==> src/rtl/obstacle_scheduler.sv <==
// Frame-driven sequencer for the obstacle car slots: advances active slots, retires
// off-screen ones into a random lane, spawns new slots at a fixed frame gap and keeps score.
module obstacle_scheduler #(
    parameter int N_CARS    = 4,
    parameter int LIMIT     = 300,
    parameter int SPAWN_GAP = 60,
    parameter int Y_SPAWN   = 407,
    parameter int LANE_A    = 100,
    parameter int LANE_B    = 300
) (
    input  logic              clk,
    input  logic              reset,
    input  logic              play,
    input  logic              frame_tick,
    input  logic              colision,
    input  logic [1:0]        velocidad,
    input  logic [8:0]        random,
    output logic [N_CARS-1:0] enable,
    output logic [N_CARS-1:0] suma,
    output logic [N_CARS-1:0] salto,
    output logic [8:0]        posicion_x,
    output logic [8:0]        posicion_y,
    output logic [N_CARS-1:0] activo,
    output logic [7:0]        puntaje,
    output logic [1:0]        estado
);

    localparam int IW = (N_CARS > 1) ? $clog2(N_CARS) : 1;

    localparam logic [1:0] EST_IDLE  = 2'd0;
    localparam logic [1:0] EST_RUN   = 2'd1;
    localparam logic [1:0] EST_CRASH = 2'd2;

    typedef enum logic [2:0] {
        IDLE,
        RUN,
        ADVANCE,
        CHECK,
        CRASH
    } state_t;

    state_t          state;
    logic [8:0]      step [N_CARS];
    logic [7:0]      spawn_timer;
    logic [2:0]      adv_left;
    logic [IW-1:0]   scan;
    logic            spawned;

    logic [IW-1:0]   next_idx;
    logic [8:0]      cnt_eff;
    logic [7:0]      timer_eff;
    logic            spawned_eff;
    logic            act_eff;
    logic            want_salto;
    logic            want_enable;
    logic [8:0]      lane_x;

    // Only the lane-select bit of the LFSR matters here.
    logic            unused_random;
    assign unused_random = ^random[8:1];

    function automatic logic [8:0] sat_inc(input logic [8:0] v);
        return (v == 9'h1FF) ? v : v + 9'd1;
    endfunction

    assign lane_x = random[0] ? 9'(LANE_B) : 9'(LANE_A);

    // Decision for the slot whose pulse is registered at this edge. Outputs are
    // registered, so the next slot is judged with the effects this edge commits.
    always_comb begin
        next_idx    = '0;
        cnt_eff     = step[0];
        timer_eff   = spawn_timer;
        spawned_eff = spawned;
        if (state == ADVANCE) begin
            cnt_eff     = activo[0] ? sat_inc(step[0]) : step[0];
            spawned_eff = 1'b0;
        end else begin
            next_idx    = scan + IW'(1);
            cnt_eff     = step[next_idx];
            if (|enable)
                timer_eff = 8'(SPAWN_GAP);
            spawned_eff = spawned | (|enable);
        end
        act_eff     = activo[next_idx];
        want_salto  = act_eff && (cnt_eff >= 9'(LIMIT));
        want_enable = !act_eff && (timer_eff == 8'd0) && !spawned_eff;
    end

    always_ff @(posedge clk) begin
        if (reset) begin
            state       <= IDLE;
            enable      <= '0;
            suma        <= '0;
            salto       <= '0;
            posicion_x  <= '0;
            posicion_y  <= '0;
            activo      <= '0;
            puntaje     <= '0;
            estado      <= EST_IDLE;
            spawn_timer <= '0;
            adv_left    <= '0;
            scan        <= '0;
            spawned     <= 1'b0;
            for (int i = 0; i < N_CARS; i++)
                step[i] <= '0;
        end else begin
            enable     <= '0;
            suma       <= '0;
            salto      <= '0;
            posicion_x <= '0;
            posicion_y <= '0;
            case (state)
                IDLE: begin
                    if (play) begin
                        state       <= RUN;
                        estado      <= EST_RUN;
                        activo      <= '0;
                        puntaje     <= '0;
                        spawn_timer <= '0;
                        spawned     <= 1'b0;
                        for (int i = 0; i < N_CARS; i++)
                            step[i] <= '0;
                    end
                end
                CRASH: begin
                    if (!play) begin
                        state  <= IDLE;
                        estado <= EST_IDLE;
                    end
                end
                default: begin
                    if (colision) begin
                        state  <= CRASH;
                        estado <= EST_CRASH;
                    end else if (!play) begin
                        state  <= IDLE;
                        estado <= EST_IDLE;
                    end else begin
                        case (state)
                            RUN: begin
                                if (frame_tick) begin
                                    if (spawn_timer != 8'd0)
                                        spawn_timer <= spawn_timer - 8'd1;
                                    adv_left <= 3'(velocidad) + 3'd1;
                                    suma     <= activo;
                                    state    <= ADVANCE;
                                end
                            end
                            ADVANCE: begin
                                for (int i = 0; i < N_CARS; i++)
                                    if (activo[i])
                                        step[i] <= sat_inc(step[i]);
                                if (adv_left == 3'd1) begin
                                    spawned <= 1'b0;
                                    scan    <= '0;
                                    state   <= CHECK;
                                    if (want_salto || want_enable) begin
                                        salto[next_idx]  <= want_salto;
                                        enable[next_idx] <= !want_salto;
                                        posicion_x       <= lane_x;
                                        posicion_y       <= 9'(Y_SPAWN);
                                    end
                                end else begin
                                    adv_left <= adv_left - 3'd1;
                                    suma     <= activo;
                                end
                            end
                            CHECK: begin
                                // Commit the pulse that is ending in this cycle.
                                if (salto[scan]) begin
                                    step[scan] <= '0;
                                    puntaje    <= puntaje + 8'd1;
                                end
                                if (enable[scan]) begin
                                    activo[scan] <= 1'b1;
                                    step[scan]   <= '0;
                                    spawn_timer  <= 8'(SPAWN_GAP);
                                    spawned      <= 1'b1;
                                end
                                if (scan == IW'(N_CARS - 1)) begin
                                    state <= RUN;
                                end else begin
                                    scan <= next_idx;
                                    if (want_salto || want_enable) begin
                                        salto[next_idx]  <= want_salto;
                                        enable[next_idx] <= !want_salto;
                                        posicion_x       <= lane_x;
                                        posicion_y       <= 9'(Y_SPAWN);
                                    end
                                end
                            end
                            default: state <= IDLE;
                        endcase
                    end
                end
            endcase
        end
    end

endmodule

==> config.mk <==
export PLATFORM = sky130hd
export DESIGN_NAME = obstacle_scheduler
export DESIGN_NICKNAME = d
export VERILOG_FILES = /design/src/rtl/obstacle_scheduler.sv
export SDC_FILE = /design/constraint.sdc
export NUM_CORES = 1
export LEC_CHECK = 0
export CAP_MARGIN = 40
export CORE_UTILIZATION = 57
export CTS_CLUSTER_SIZE = 25
export DETAILED_ROUTE_END_ITERATION = 16
export GPL_TIMING_DRIVEN = 0
export PLACE_DENSITY = 0.94
export SLEW_MARGIN = 5
export SYNTH_ARGS = -nofsm -noshare
export SYNTH_HDL_FRONTEND = slang
export SYNTH_SLANG_ARGS = --single-unit
==> constraint.sdc <==
create_clock -name clk -period 5.11 [get_ports clk]
set_input_delay 0.511 -clock clk [delete_from_list [all_inputs] [get_ports clk]]
set_output_delay 0.511 -clock clk [all_outputs]
set_load 0.02 [all_outputs]
==> results of run 1 <==
==> cell usage in the layout, fill, tap and decap left out, drive strengths merged, types with 3 or more instances in the layout <==
cell,instances
conb,7
nand2b,4
edfxtp,36
buf,32
ha,15
o311ai,4
or3,6
a22oi,4
xor2,19
a21oi,29
inv,17
and2,9
nand3,23
mux2i,5
mux4,5
clkbuf,18
a211oi,5
clkdlybuf4s50,44
a21o,4
xnor2,12
and3,10
nand2,32
nor3,20
nor2b,5
a31oi,9
nand4,8
nor4,3
o21ai,20
nor2,69
dfxtp,46
==> cell type report <==
type / count / area (sq um)
inverter: 14 / 52.6
clock buffer: 9 / 124
sequential: 82 / 2000
multi-input combinational: 360 / 2330
tap: 102 / 128
fill: 545 / 2310
clock inverter: 7 / 109
buffer: 37 / 213
timing repair buffer: 48 / 463
==> cells by family after synthesis <==
group           Yosys count  synth area share
simple gates            200             0.218
compound gates           96             0.147
flops                    82             0.438
buf+inv                  51            0.0580
xor+xnor                 31            0.0594
fa+ha+maj                15            0.0410
mux                      11            0.0380
other cells               1          0.000820
==> state kept, by name, indices dropped and copies added (netlist names) <==
signal,count
salto,4
posicion_x,3
enable,4
suma,4
puntaje,8
estado,2
state,3
activo,4
adv_left,3
spawned,1
step,36
spawn_timer,8
scan,2
==> per-layer routing <==
| layer | GRT usage | up-vias | wire, microns | part of all wire |
|---|---|---|---|---|
| li1 | - | 1880 | - | - |
| met1 | 0.323 | 1911 | 4300 | 0.39 |
| met2 | 0.452 | 224 | 5400 | 0.49 |
| met3 | 0.0536 | 34 | 859 | 0.079 |
| met4 | 0.127 | 0 | 354 | 0.032 |
| met5 | 0 | - | 0 | 0 |
==> path summary, 6_finish.rpt <==
kind | start | end | slack [ns] | depth (start not counted)
max | scan[0] | enable[1] | 1.62 | 10
min | estado[1] | estado[1] | 0.46 | 2
max reg2reg | scan[0] | enable[1] | 1.62 | 10
min reg2reg | estado[1] | estado[1] | 0.46 | 2
==> power by group <==
group	switching, mW	internal, mW
registers	0.0536	0.735
logic	0.187	0.128
clock network	0.262	0.284
total	0.503	1.15
==> tightest hold or removal path, stage by stage (launching register included) <==
cell,delay [ns]
dfxtp_1,0.32
nand2_1,0.05
a21oi_1,0.05
==> impl_metrics.toml, run 1 <==
[outcome]
status = "completed"

[synthesis]
ys_types = 69
synth_flop_cell = "dfxtp_1"
synth.avg_cell_area_sq_um = 9.39
synthArstFlopShare = 0
ys_seq_area_frac = 0.438
synthesis.area_sq_um = 4570
ys_seq_elements = 82
netlist_top_cells_area = "edfxtp_1, dfxtp_1, nor2_1"
synthTopCellsByCount = "nor2_1, dfxtp_1, edfxtp_1"
yosysTopAreaCellShare = 0.236
synth_edf_count = 36
synth.most_common_cell = "nor2_1"
synthCells = 487
synth_warnings = 0
synth_area_leader_cell = "edfxtp_1"

[cts]
cts-root-buf = "clkbuf_8"
tritoncts = "done"
hold_buffers = 0
post_cts_buffers = 0
clk_latency_ns = 0.37
clk_pin_slew_ns = 0.09
cts_buffers = 9
clock_path_buffers = 2
h-tree-depth = 3
clock-sinks = 82
cts_resized = 0

[die]
core_area_sq_um = 7730
die-area_sq_um = 8390
start_util = 0.592
num_rows = 32
die_h_microns = 91.6
die_w_microns = 91.6
ios = 60

[timing]
skew_ns = 0.0112
post-route-period-util = 0.683
rsz0062_at_grt = "false"
holdWs_ns = 0.459
maxSlewHeadroom = 0.372
slew_violations = 0
max_freq_mhz = 287
hold_viol = 0
final.setup.worst_slack_ns = 1.62
worst_pin_slew_ns = 0.927
setup_tns_ns = 0
period_needed_ns = 3.49
finalSetupViolCount = 0

[global_routing]
antenna_found_initial = 0
first_global_vias = 3718
grt_overflow_total = 0
grt_start_max_net_pins = 17
grt_pass1_wl_mm = 17.7
track_usage = 0.266

[final_layout]
stdcell_count = 659
syn_to_final_growth_pct = 18.5
finalNetCount = 583
stdcell_area_sq_um = 5420
drive_gt1_frac = 0.126
antennaDiodeCount = 0
fin_util = 0.701

[power]
ir_drop_mv = 0.192
p_leak_nw = 2.01
total_power_mw = 1.65
power_per_cell_area_nw_per_um2 = 304

[critical_path]
critPathCaptureType = "flip-flop"
cp_top_family = "buffers and inverters"
required_ns = 5.39
critPathMaxStageDelay_ns = 0.51
crit_top_cell = "buf_2"
crit_chain = "buf_2 > buf_1 > inv_1 > ha_1 > buf_2 > and2_0 > a2111oi_0 > a221oi_2 > nand4b_1 > nor4_1"
critical_path_class = "reg -> reg"
critPathBufInv = 4
slowest_stage = "a2111oi_0"
worst_ep_arrival_time_ns = 3.76
crit_fanout = 10
cp-start-kind = "flip-flop"

[detailed_routing]
viasPerCell = 6.14
drt-initial-drc-count = 362
wirelength_mm = 10.9
wl_per_cell_microns = 16.6
vias = 4049
ant_nets = 0
drc = 0
first_pass_iters = 5

[placed_design]
dp_slack_ns = 1.67
place.gp.congestion = 0.910
port_buffers = 44
place_inst = 642
dpl.hpwl_mm = 7.83
placed_area_sq_um = 5180

[worst_hold_path]
hp-class = "reg -> reg"

[job]
cap_viol_max_count = 0
(Power assumes the default switching activity.)
==> run 2, diff against run 1 <==
--- a/config.mk
+++ b/config.mk
@@ -6,11 +6,11 @@
 export NUM_CORES = 1
 export LEC_CHECK = 0
 export CAP_MARGIN = 40
-export CORE_UTILIZATION = 57
+export CORE_UTILIZATION = 56
 export CTS_CLUSTER_SIZE = 25
 export DETAILED_ROUTE_END_ITERATION = 16
 export GPL_TIMING_DRIVEN = 0
-export PLACE_DENSITY = 0.94
+export PLACE_DENSITY = 0.93
 export SLEW_MARGIN = 5
 export SYNTH_ARGS = -nofsm -noshare
 export SYNTH_HDL_FRONTEND = slang
==> constraint.sdc (replaced) <==
create_clock -name clk -period 3.45 [get_ports clk]
set_input_delay 0.345 -clock clk [delete_from_list [all_inputs] [get_ports clk]]
set_output_delay 0.345 -clock clk [all_outputs]
set_load 0.02 [all_outputs]
==> run 2 against run 1 <==
Effect of this change: global-route usage grew 1.6 points; flip-flop and latch count is the same; clock skew up 0.0079 ns; register-to-register slack worse by 1.4 ns; fmax increased by 9.1%; clock power grew 45%; sequential power is 48% higher; clock-buffer cell count increased by 1; final cell count shrank 0.15%; critical path depth rose by 3; cell area about the same.
==> impl_metrics.toml, run 2 (same netlist as run 1, synthesis figures left out) <==
[final_layout]
drive_gt1_frac = 0.131
largest_reg_flops = 36
mostFrequentLayoutCells = "nor2_1, dfxtp_1, clkdlybuf4s50_1"
largest-register = "step"
finalNetCount = 582
antennaDiodeCount = 0
fillerInstances = 562
syn_to_final_growth_pct = 18.6
stdcell_area_sq_um = 5430
top_regs = "step x36, puntaje x8, spawn_timer x8"
stdcell_count = 658
mostFrequentLayoutCell = "nor2_1"

[timing]
period_needed_ns = 3.20
final.setup.worst_slack_ns = 0.252
max_freq_mhz = 313
holdWs_ns = 0.502
hold_viol = 0
setup_tns_ns = 0
post-route-period-util = 0.927
rsz0062_at_grt = "false"
worst_pin_slew_ns = 0.961
slew_violations = 0
finalSetupViolCount = 0
maxSlewHeadroom = 0.349
skew_ns = 0.0192

[cts]
clk_latency_ns = 0.38
clk_pin_slew_ns = 0.10
clock-sinks = 82
cts-root-buf = "clkbuf_8"
clock_path_buffers = 2
h-tree-depth = 3
post_cts_buffers = 0
cts_buffers = 9
tritoncts = "done"

[job]
cap_viol_max_count = 0

[placed_design]
place_inst = 642
placed_area_sq_um = 5190
place.gp.congestion = 0.953
dp_slack_ns = 0.00971
port_buffers = 44
dpl.hpwl_mm = 8.12

[critical_path]
crit_fanout = 10
critical_path_class = "reg -> reg"
worst_ep_arrival_time_ns = 3.45
crit_chain = "clkbuf_4 > clkbuf_2 > inv_1 > ha_1 > buf_2 > buf_2 > nor3_1 > a21oi_1 > a21o_1 > o21ai_0 > o21ai_1 > o311ai_4 > nor4_1"
critPathBufInv = 5
cp-start-kind = "flip-flop"
critPathMaxStageDelay_ns = 0.41
cp_num_cells = 13
required_ns = 3.70
cp_top_family = "buffers and inverters"
slowest_stage = "dfxtp_2"
critPathCaptureType = "flip-flop"
reg2reg_depth = 13
crit_top_cell = "buf_2"

[power]
ir_drop_mv = 0.245
power_frac_seq = 0.479
p_int_mw = 1.67
power_per_cell_area_nw_per_um2 = 449
clkPwrFrac = 0.324
power_switching_uw = 763
p_leak_nw = 2.01
switching_share = 0.313
power_frac_comb = 0.196

[global_routing]
track_usage = 0.283
met2_usage = 0.472
antenna_found_initial = 0
grt_start_max_net_pins = 17
busiest_layer = "met2"
grt_use_met3 = 0.0772
first_global_vias = 4038
grt_pass1_wl_mm = 18.8
grt_overflow_total = 0
met1_usage = 0.331

[detailed_routing]
wirelength_mm = 11.4
viasPerCell = 6.16
drc = 0
drt-initial-drc-count = 456
vias = 4053
ant_nets = 0
first_pass_iters = 6
wl_per_cell_microns = 17.4

[die]
core_area_sq_um = 7810
die-area_sq_um = 8530
die_w_microns = 92.4
start_util = 0.586
die_h_microns = 92.4
ios = 60
num_rows = 32

[worst_hold_path]
hp-class = "reg -> reg"
hold_depth = 2

[outcome]
status = "completed"
[run 2: path summary, 6_finish.rpt]
check,to,from,slack (ns)
min reg2reg,estado[1],estado[1],0.50
max,salto[1],scan[0],0.25
max reg2reg,salto[1],scan[0],0.25
min,estado[1],estado[1],0.50
[run 2: stage by stage]
stage                     utilization  power (mW)
after floorplan                     -        1.52
after global placement          0.662        1.61
after detailed placement        0.665        1.65
after CTS                       0.694        2.42
after global routing            0.695        2.53
final                           0.695        2.44
[run 2: layout make-up]
| cell class | count | area (sq um) | area share |
|---|---|---|---|
| timing repair buffer | 47 | 458 | 0.0844 |
| inverter | 14 | 52.6 | 0.00969 |
| sequential | 82 | 2000 | 0.369 |
| clock buffer | 10 | 149 | 0.0274 |
| multi-input combinational | 360 | 2340 | 0.432 |
| tap | 102 | 128 | 0.0235 |
| buffer | 37 | 216 | 0.0399 |
| clock inverter | 6 | 75.1 | 0.0138 |
[run 2: what timing repair did]
action | 4_1_cts | 5_1_grt
hold buffers | 0 | 0
resized for setup | 1 | 4
hold endpoints to repair | 0 | 0
endpoints found under the setup margin | 4 | 11
[run 2: power by group through the flow]
stage               registers (mW)  logic [mW]  clock network (mW)
finish                        1.17       0.479               0.790
global route                  1.18       0.524               0.828
CTS                           1.16       0.468               0.789
detailed placement            1.18       0.462                   0
global placement              1.18       0.432                   0
floorplan                     1.17       0.349                   0
[run 2: routing by layer]
layer / up-vias / part of all wire
met3: 42 / 0.093
met1: 1906 / 0.38
met5: - / 0
met4: 0 / 0.028
li1: 1870 / -
met2: 235 / 0.50
[run 2: worst min-delay path, stage by stage (launching register included)]
cell and delay (ns):
dfxtp_1 0.33, nand2_1 0.07, a21oi_1 0.06
==> run 3, diff against run 2 <==
--- a/config.mk
+++ b/config.mk
@@ -7,11 +7,12 @@
 export LEC_CHECK = 0
 export CAP_MARGIN = 40
 export CORE_UTILIZATION = 56
+export CTS_CLUSTER_DIAMETER = 40
 export CTS_CLUSTER_SIZE = 25
 export DETAILED_ROUTE_END_ITERATION = 16
-export GPL_TIMING_DRIVEN = 0
+export GPL_TIMING_DRIVEN = 1
 export PLACE_DENSITY = 0.93
-export SLEW_MARGIN = 5
+export SLEW_MARGIN = 20
 export SYNTH_ARGS = -nofsm -noshare
 export SYNTH_HDL_FRONTEND = slang
 export SYNTH_SLANG_ARGS = --single-unit
==> run 3 against run 2 <==
Effect of this change: clock power decreased by 7.0%; non-clock buffer count decreased by 29; final cell count shrank 4.4%; cell area shrank 3.3%; first-iteration DRC count decreased by 49%; setup slack gained 0.26 ns; clock skew fell by 0.0059 ns; register-to-register slack gained 0.26 ns; combinational power is 10% lower; total power decreased by 3.4%; flip-flop and latch count unchanged.
==> impl_metrics.toml, run 3 (same netlist as run 1, synthesis figures left out) <==
[critical_path]
crit_top_cell = "inv_1"
crit_chain = "inv_1 > ha_1 > inv_1 > a2111oi_0 > a221oi_2 > nand4b_1 > nor4_1"
required_ns = 3.72
r2r_slack_ns = 0.51
r2r-end = "enable[1]"
reg2reg_depth = 7
slowest_stage = "a2111oi_0"
critPathMaxStageDelay_ns = 0.60
cp-start-kind = "flip-flop"
crit_fanout = 12
worst_ep_arrival_time_ns = 3.21
critPathCaptureType = "flip-flop"
critical_path_class = "reg -> reg"
reg2reg_from = "scan[0]"

[cts]
tritoncts = "done"
cts_buffers = 9
cts_resized = 0
cts-root-buf = "clkbuf_8"
clock-sinks = 82
clk_latency_ns = 0.36
clock_path_buffers = 2
post_cts_buffers = 0
h-tree-depth = 3
clk_pin_slew_ns = 0.08
hold_buffers = 0

[global_routing]
first_global_vias = 3639
track_usage = 0.251
grt_overflow_total = 0
grt_pass1_wl_mm = 17.0
grt_start_max_net_pins = 18
antenna_found_initial = 0

[final_layout]
antennaDiodeCount = 0
largest-register = "step"
stdcell_count = 629
fillerInstances = 590
finalNetCount = 553
mostFrequentLayoutCells = "nor2_1, dfxtp_1, clkdlybuf4s50_1"
drive_gt1_frac = 0.0987
mostFrequentLayoutCell = "nor2_1"
stdcell_area_sq_um = 5250
largest_reg_flops = 36
top_regs = "step x36, puntaje x8, spawn_timer x8"
fin_util = 0.672
syn_to_final_growth_pct = 14.7

[placed_design]
port_buffers = 44
placed_area_sq_um = 5030
dpl.hpwl_mm = 7.40
place.gp.congestion = 0.893
place_inst = 613

[detailed_routing]
vias = 3782
viasPerCell = 6.01
drc = 0
wirelength_mm = 10.2
ant_nets = 0
drt-initial-drc-count = 232
first_pass_iters = 5
wl_per_cell_microns = 16.2

[timing]
slew_violations = 0
period_needed_ns = 2.94
rsz0062_at_grt = "false"
maxSlewHeadroom = 0.544
setup_tns_ns = 0
max_freq_mhz = 340
finalSetupViolCount = 0
post-route-period-util = 0.853
worst_pin_slew_ns = 0.680
hold_viol = 0
skew_ns = 0.0132
holdWs_ns = 0.477

[power]
power_frac_seq = 0.505
power_per_cell_area_nw_per_um2 = 448
power_switching_uw = 705
clkPwrFrac = 0.312
power_frac_comb = 0.183
ir_drop_mv = 0.323
switching_share = 0.300
p_int_mw = 1.65
p_leak_nw = 1.90

[job]
cap_viol_max_count = 0

[die]
die_h_microns = 92.4
ios = 60
die_w_microns = 92.4
num_rows = 32
core_area_sq_um = 7810
die-area_sq_um = 8530
start_util = 0.586

[worst_hold_path]
hp-class = "reg -> reg"
holdPathEnd = "estado[1]"
min_from = "estado[1]"
hold_depth = 2

[outcome]
status = "completed"
run 3: cell count changes in the layout (fill, tap and decap cells not counted), moves of 2 or more:
cell	before	now
inv_8	2	0
clkbuf_8	9	11
buf_4	16	11
buf_1	4	0
buf_2	9	0
clkbuf_1	8	1
run 3: area by class of cell:
type / instances / area (sq um) / share of cell area
multi-input combinational: 360 / 2330 / 0.444
sequential: 82 / 2000 / 0.382
timing repair buffer: 55 / 523 / 0.0997
clock buffer: 12 / 155 / 0.0296
tap: 102 / 128 / 0.0243
clock inverter: 4 / 56.3 / 0.0107
inverter: 14 / 52.6 / 0.0100
run 3: through the flow:
stage / total power [mW] / setup WS, ns
final: 2.35 / 0.508
after global routing: 2.46 / 0.287
after global placement: 1.60 / 0.766
after CTS: 2.36 / 0.587
after detailed placement: 1.63 / 0.628
after floorplan: 1.52 / 0.744
run 3: power groups by stage:
stage	combinational, mW	clock (mW)	sequential [mW]
final	0.430	0.735	1.19
after global routing	0.469	0.786	1.20
after CTS	0.426	0.747	1.18
after detailed placement	0.420	0	1.21
after global placement	0.402	0	1.20
after floorplan	0.349	0	1.17
run 3: worst max-delay path by stage:
| stage | start | to | slack [ns] | depth (start not counted) |
|---|---|---|---|---|
| after floorplan | scan[0] | enable[1] | 0.74 | 10 |
| after global placement | scan[0] | enable[1] | 0.77 | 7 |
| after detailed placement | scan[0] | enable[1] | 0.63 | 7 |
| after CTS | scan[0] | enable[1] | 0.59 | 7 |
| after global routing | scan[0] | enable[1] | 0.29 | 7 |
| final | scan[0] | enable[1] | 0.51 | 7 |
run 3: worst max-delay path: cells and delay by family (launching register included):
family	cells	cell delay, ns
buf+inv	2	0.36
flops	1	0.59
fa+ha+maj	1	0.52
simple gates	2	0.69
compound gates	2	0.69
run 3: metal layers:
| metal | global-route usage | wire [microns] | up-vias | share of wire |
|---|---|---|---|---|
| met5 | 0 | 0 | - | 0 |
| met4 | 0.111 | 231 | 0 | 0.023 |
| met3 | 0.0452 | 674 | 23 | 0.066 |
| met2 | 0.452 | 5310 | 171 | 0.52 |
| met1 | 0.290 | 3960 | 1779 | 0.39 |
| li1 | - | - | 1809 | - |
